<file path="config.mk">
export PLATFORM = sky130hd
export DESIGN_NAME = quad_step_decoder
export DESIGN_NICKNAME = d
export VERILOG_FILES = /design/src/rtl/quad_step_decoder_pkg.sv /design/src/rtl/quad_step_decoder_sync_ff.sv /design/src/rtl/quad_step_decoder.sv
export SDC_FILE = /design/constraint.sdc
export NUM_CORES = 1
export LEC_CHECK = 0
export CORE_MARGIN = 5
export CORE_UTILIZATION = 25
export CTS_CLUSTER_DIAMETER = 50
export DETAILED_ROUTE_END_ITERATION = 12
export PLACE_DENSITY_LB_ADDON = 0.2
export SLEW_MARGIN = 20
export SYNTH_ARGS = -nofsm -noshare
export SYNTH_HDL_FRONTEND = slang
export SYNTH_SLANG_ARGS = --single-unit
</file>
<file path="constraint.sdc">
create_clock -name clk -period 3.8 [get_ports clk]
set_input_delay 0.57 -clock clk [delete_from_list [all_inputs] [get_ports clk]]
set_output_delay 0.57 -clock clk [all_outputs]
set_load 0.02 [all_outputs]
</file>
<file path="src/rtl/quad_step_decoder_pkg.sv">
// Shared definitions for the quadrature/step decoder: the AB phase codes,
// the decode-result type and the pure transition decoder.
// When QDEC_GLITCH_FILTER_EN is defined, each synchronised phase also goes
// through a two-cycle stability filter, which adds FILTER_LAT cycles of latency.
package quad_pkg;

  // Phase codes as {A, B}. Up order is PH0->PH1->PH2->PH3->PH0.
  localparam logic [1:0] PH0 = 2'b00;
  localparam logic [1:0] PH1 = 2'b01;
  localparam logic [1:0] PH2 = 2'b11;
  localparam logic [1:0] PH3 = 2'b10;

`ifdef QDEC_GLITCH_FILTER_EN
  localparam int FILTER_LAT = 2;
`else
  localparam int FILTER_LAT = 0;
`endif

  typedef enum logic [1:0] {
    NONE    = 2'd0,
    UP      = 2'd1,
    DOWN    = 2'd2,
    ILLEGAL = 2'd3
  } dec_e;

  // Phase that follows ph when moving in the up direction.
  function automatic logic [1:0] next_up(input logic [1:0] ph);
    logic [1:0] nxt;
    case (ph)
      PH0:     nxt = PH1;
      PH1:     nxt = PH2;
      PH2:     nxt = PH3;
      default: nxt = PH0;
    endcase
    return nxt;
  endfunction

  // Classify one sample-to-sample transition. A change of both bits at
  // once cannot be ordered, so it is reported as ILLEGAL.
  function automatic dec_e decode(input logic [1:0] prev, input logic [1:0] cur);
    dec_e res;
    if (cur == prev)               res = NONE;
    else if (cur == next_up(prev)) res = UP;
    else if (prev == next_up(cur)) res = DOWN;
    else                           res = ILLEGAL;
    return res;
  endfunction

endpackage

</file>
<file path="src/rtl/quad_step_decoder_sync_ff.sv">
// Single-bit synchroniser for one quadrature phase: SYNC_STAGES flops
// (legal range 2..4) with asynchronous active-high reset to 0.
// With QDEC_GLITCH_FILTER_EN defined, the synchronised level is only passed
// on after it has been seen on two consecutive cycles, so single-cycle
// glitches are swallowed at the cost of two extra cycles of latency.
module sync_ff #(
  parameter int SYNC_STAGES = 2
) (
  input  logic clk,
  input  logic rst,
  input  logic i_d,
  output logic o_q
);

  logic [SYNC_STAGES-1:0] r_sync;

  // Shift the asynchronous input through the synchroniser chain.
  // NOTE: the chain is reset so the decoder sees a defined 0 level while
  // priming; it is not a memory, so resetting it costs nothing.
  always_ff @(posedge clk or posedge rst) begin
    if (rst) r_sync <= '0;
    else     r_sync <= {r_sync[SYNC_STAGES-2:0], i_d};
  end

`ifdef QDEC_GLITCH_FILTER_EN
  logic r_d1;
  logic r_filt;
  logic w_sync;

  assign w_sync = r_sync[SYNC_STAGES-1];

  // Accept a new level only when the last two synchronised samples agree.
  always_ff @(posedge clk or posedge rst) begin
    if (rst) begin
      r_d1   <= 1'b0;
      r_filt <= 1'b0;
    end else begin
      r_d1 <= w_sync;
      if (w_sync == r_d1) r_filt <= r_d1;
    end
  end

  assign o_q = r_filt;
`else
  assign o_q = r_sync[SYNC_STAGES-1];
`endif

endmodule

</file>
<file path="src/rtl/quad_step_decoder.sv">
// Quadrature/step decoder: synchronises phases A/B, decodes Gray-code
// transitions into step pulses plus direction, keeps a WIDTH-bit wrapping
// position count and a sticky error for illegal (double-bit) transitions.
// Optional QDEC_GLITCH_FILTER_EN adds a per-phase two-cycle glitch filter
// (latency SYNC_STAGES+3 instead of SYNC_STAGES+1).
module quad_step_decoder
  import quad_pkg::*;
#(
  parameter int WIDTH       = 4,
  parameter int SYNC_STAGES = 2
) (
  input  logic             clk,
  input  logic             rst,
  input  logic             en,
  input  logic             clr,
  input  logic             a_in,
  input  logic             b_in,
  output logic [WIDTH-1:0] count,
  output logic             dir,
  output logic             step,
  output logic             wrap,
  output logic             err
);

  // Cycles after reset release before the phase path carries real input
  // levels; decoding before then would compare against reset zeros.
  localparam int PRIME_CYCLES = SYNC_STAGES + FILTER_LAT;
  localparam int PCW          = $clog2(PRIME_CYCLES + 1);

  logic             w_a;
  logic             w_b;
  logic [1:0]       w_cur_ab;
  dec_e             w_dec;
  logic             w_at_max;
  logic             w_at_zero;

  logic [1:0]       r_prev_ab;
  logic [PCW-1:0]   r_prime_cnt;
  logic             r_primed;
  logic [WIDTH-1:0] r_count;
  logic             r_dir;
  logic             r_step;
  logic             r_wrap;
  logic             r_err;

  sync_ff #(.SYNC_STAGES(SYNC_STAGES)) u_sync_a (
    .clk (clk),
    .rst (rst),
    .i_d (a_in),
    .o_q (w_a)
  );

  sync_ff #(.SYNC_STAGES(SYNC_STAGES)) u_sync_b (
    .clk (clk),
    .rst (rst),
    .i_d (b_in),
    .o_q (w_b)
  );

  assign w_cur_ab  = {w_a, w_b};
  assign w_dec     = decode(r_prev_ab, w_cur_ab);
  assign w_at_max  = (r_count == {WIDTH{1'b1}});
  assign w_at_zero = (r_count == '0);

  // Track the previous sample every cycle and prime once the pipe is full.
  // NOTE: sequential state uses non-blocking assignments so every flop
  // samples the pre-edge values regardless of statement order.
  always_ff @(posedge clk or posedge rst) begin
    if (rst) begin
      r_prev_ab   <= PH0;
      r_prime_cnt <= '0;
      r_primed    <= 1'b0;
    end else begin
      r_prev_ab <= w_cur_ab;
      if (r_prime_cnt != PCW'(PRIME_CYCLES)) r_prime_cnt <= r_prime_cnt + PCW'(1);
      if (r_prime_cnt == PCW'(PRIME_CYCLES)) r_primed <= 1'b1;
    end
  end

  // Apply the decoded transition to count/dir/err; clr wins over a step
  // and works even while decoding is disabled.
  always_ff @(posedge clk or posedge rst) begin
    if (rst) begin
      r_count <= '0;
      r_dir   <= 1'b0;
      r_step  <= 1'b0;
      r_wrap  <= 1'b0;
      r_err   <= 1'b0;
    end else begin
      r_step <= 1'b0;
      r_wrap <= 1'b0;
      if (clr) begin
        r_count <= '0;
        r_err   <= 1'b0;
      end else if (en && r_primed) begin
        case (w_dec)
          UP: begin
            r_count <= r_count + WIDTH'(1);
            r_dir   <= 1'b1;
            r_step  <= 1'b1;
            r_wrap  <= w_at_max;
          end
          DOWN: begin
            r_count <= r_count - WIDTH'(1);
            r_dir   <= 1'b0;
            r_step  <= 1'b1;
            r_wrap  <= w_at_zero;
          end
          ILLEGAL: r_err <= 1'b1;
          default: ;
        endcase
      end
    end
  end

  assign count = r_count;
  assign dir   = r_dir;
  assign step  = r_step;
  assign wrap  = r_wrap;
  assign err   = r_err;

endmodule

</file>
==> out/results.txt <==
Routed Antenna Nets - 0
clock buffer depth - 2
Max Cap Violations - 0
via count - 563
crit path DAT - 2.79 ns
worst slack, placed - 1.26 ns
critical path type - reg -> reg
most common cell after layout, fill and taps aside - dfrtp_1
Worst VDD drop - 0.122 mV
Power per Cell Area - 393 mW/mm2
setup violators final - 0
Synth warnings - 0
Hold Slack - 0.358 ns
initial antenna violation count - 0
total grt overflow - 0
Synth-to-Final Area Change - 26.1%
initial core utilization - 26.3%
CP top delay family - compound AO/OA/AOI/OAI gates
Synth Net Count - 84
fmax - 385 MHz
CTS tree - built
GRT Util Overall - 7.96%
CP cell instances - nor2_1 > a21oi_1 > nor2_1 > a21oi_1 > ha_1 > ha_1 > a31o_2 > a211oi_2 > mux2_4
Yosys top cell by area - dfrtp_1
CTS resizes - 0
Reg-to-Reg Start - r_prev_ab[0]
Setup crit end kind - register
most frequent cells in the layout - 17 x dfrtp_1, 13 x clkdlybuf4s50_1, 8 x nor2_1, 7 x ha_1, 5 x nand2_1
average wire per cell in the routed design - 11.7 um
Post-CTS Setup Inserts - 0
Layout Nets - 102
Worst path max stage delay - 0.45 ns
fin crit period - 2.60 ns
placed instance area - 0.00100 mm2
largest net degree at the start of global routing - 18
Post-Syn Area - 816 um2
Die Span Y - 67.1 um
worst setup margin - 1.20 ns
crit path launch - r_prev_ab[0]
WL final - 1540 um
slowest cell on the critical path - dfrtp_1
Synth Instances - 71
Worst Skew - 0.00186 ns
Die Wd - 67.1 um
Top Ports - 14
Yosys top cell area share - 52.1%
Rel. slew slack - 54.9%
HP Start - u_sync_b.r_sync[0]
final worst-path cycle share - 68.4%
Max Fanout on Critical Path - 6
CP startpoint kind - register
Req. time, crit path - 3.98 ns
Worst-path clk slew - 0.10 ns
final instance area - 0.00103 mm2
DRT iter0 DRCs - 21
share of cells above drive strength 1 - 11.4%
Placer Congestion - 0.729
GRT busiest layer - met2
Clock Tree Root - clkbuf_4
status - complete, no violations
unrepaired setup endpoints after global routing - no
sequential area share after synthesis - 52.1%
port bufs - 13
first-pass iteration count of the detailed router - 4
vias in the first global route - 592
Num CTS Buffers - 3
core area - 0.00310 mm2
Pleak - 0.480 nW
DRC Markers - 0
cell row count - 20
# hold bufs at CTS - 0
Vias/cell - 4.27
met1 Use GR - 10.3%
Worst-Skew Late Latency - 0.29 ns
WP buf/inv - 0
HPWL Detailed - 1130 um
hold crit path type - reg -> reg
syn avg cell area - 11.5 um2
flops & latches, synth - 17
met3 Track Usage GR - 1.69%
met2 GRT Util - 12.1%
diodes inserted - 0
Fin. Hold Viols - 0
Sink Count - 17
Slew Limit Fails - 0
Worst Max-Slew Pin Slew - 0.676 ns
Setup TNS Final - 0 ns
Die ar. - 0.00451 mm2
synth unique cells - 26
Synth area leaders - dfrtp_1 52%, ha_1 11%, mux2i_1 3.7%, nor2_1 3.7%, a211oi_2 3.1%
fillers - 338
first-pass GRT wire length - 2690 um
H-tree depth - 1
[state kept, by name, indices dropped and copies added (netlist names), 2 cells and up]
| register | count |
|---|---|
| count | 4 |
| u_sync_a.r_sync | 2 |
| r_prev_ab | 2 |
| r_prime_cnt | 2 |
| u_sync_b.r_sync | 2 |
[power breakdown]
part | leakage, nW | switching (mW) | internal [mW]
registers | 0.207 | 0.0136 | 0.194
logic | 0.255 | 0.0502 | 0.0479
clock network | 0.0177 | 0.0595 | 0.0391
total | 0.480 | 0.123 | 0.281
[Yosys cell counts]
cell type	n
a21o_1	1
ha_1	7
a21boi_0	1
xnor2_1	2
nor2b_1	1
dfrtp_1	17
and3_1	1
nor2_1	8
nor3_1	1
a31o_2	1
and2b_1	1
mux2_4	1
mux2i_1	3
nand2_1	5
o211ai_2	1
a211oi_2	2
inv_1	3
or2_2	1
nand3_1	1
o21a_1	1
xor2_1	2
o211a_1	1
a21oi_1	4
o21ai_0	3
a31oi_1	1
nor4_1	1
[metal layers]
layer	up-vias	wire length [um]
met4	0	0
met3	0	57
met5	-	0
met1	273	717
li1	281	-
met2	9	767
[logic make-up (layout without fill, tap and decap cells)]
group	after synthesis	in the layout	share of synthesized area [%]
mux	4	4	5.52
xor+xnor	4	4	4.30
buf+inv	3	20	1.38
flops	17	17	52.1
simple gates	20	20	11.2
compound gates	16	16	14.7
fa+ha+maj	7	7	10.7
[through the flow]
stage          power, mW  instances  util, %
6_report           0.404        132     33.1
5_1_grt            0.429        132     33.1
4_1_cts            0.413        132     33.1
3_5_place_dp       0.310        128     32.3
3_3_place_gp       0.308        128     32.3
2_1_floorplan      0.271         71        -
[path summary, 6_finish.rpt]
kind | endpoint | slack [ns] | depth (start not counted)
max | count[3] | 1.20 | 9
max reg2reg | count[3] | 1.20 | 9
min reg2reg | u_sync_b.r_sync[1] | 0.36 | 0
min | u_sync_b.r_sync[1] | 0.36 | 0
max in group asynchronous | count[2] | 2.71 | 2
min in group asynchronous | r_prime_cnt[1] | 0.67 | 2
[layout make-up]
cell class              count  area [um2]  area share (%)
inverters                   3        11.3            1.09
flip-flops and latches     17         425            41.4
multi-input cells          51         379            36.9
clock buffers               3        22.5            2.19
clock inverters             1        5.00           0.487
repair buffers             13         130            12.7
well taps                  44        55.1            5.35
Power figures use the tool's default switching activity.
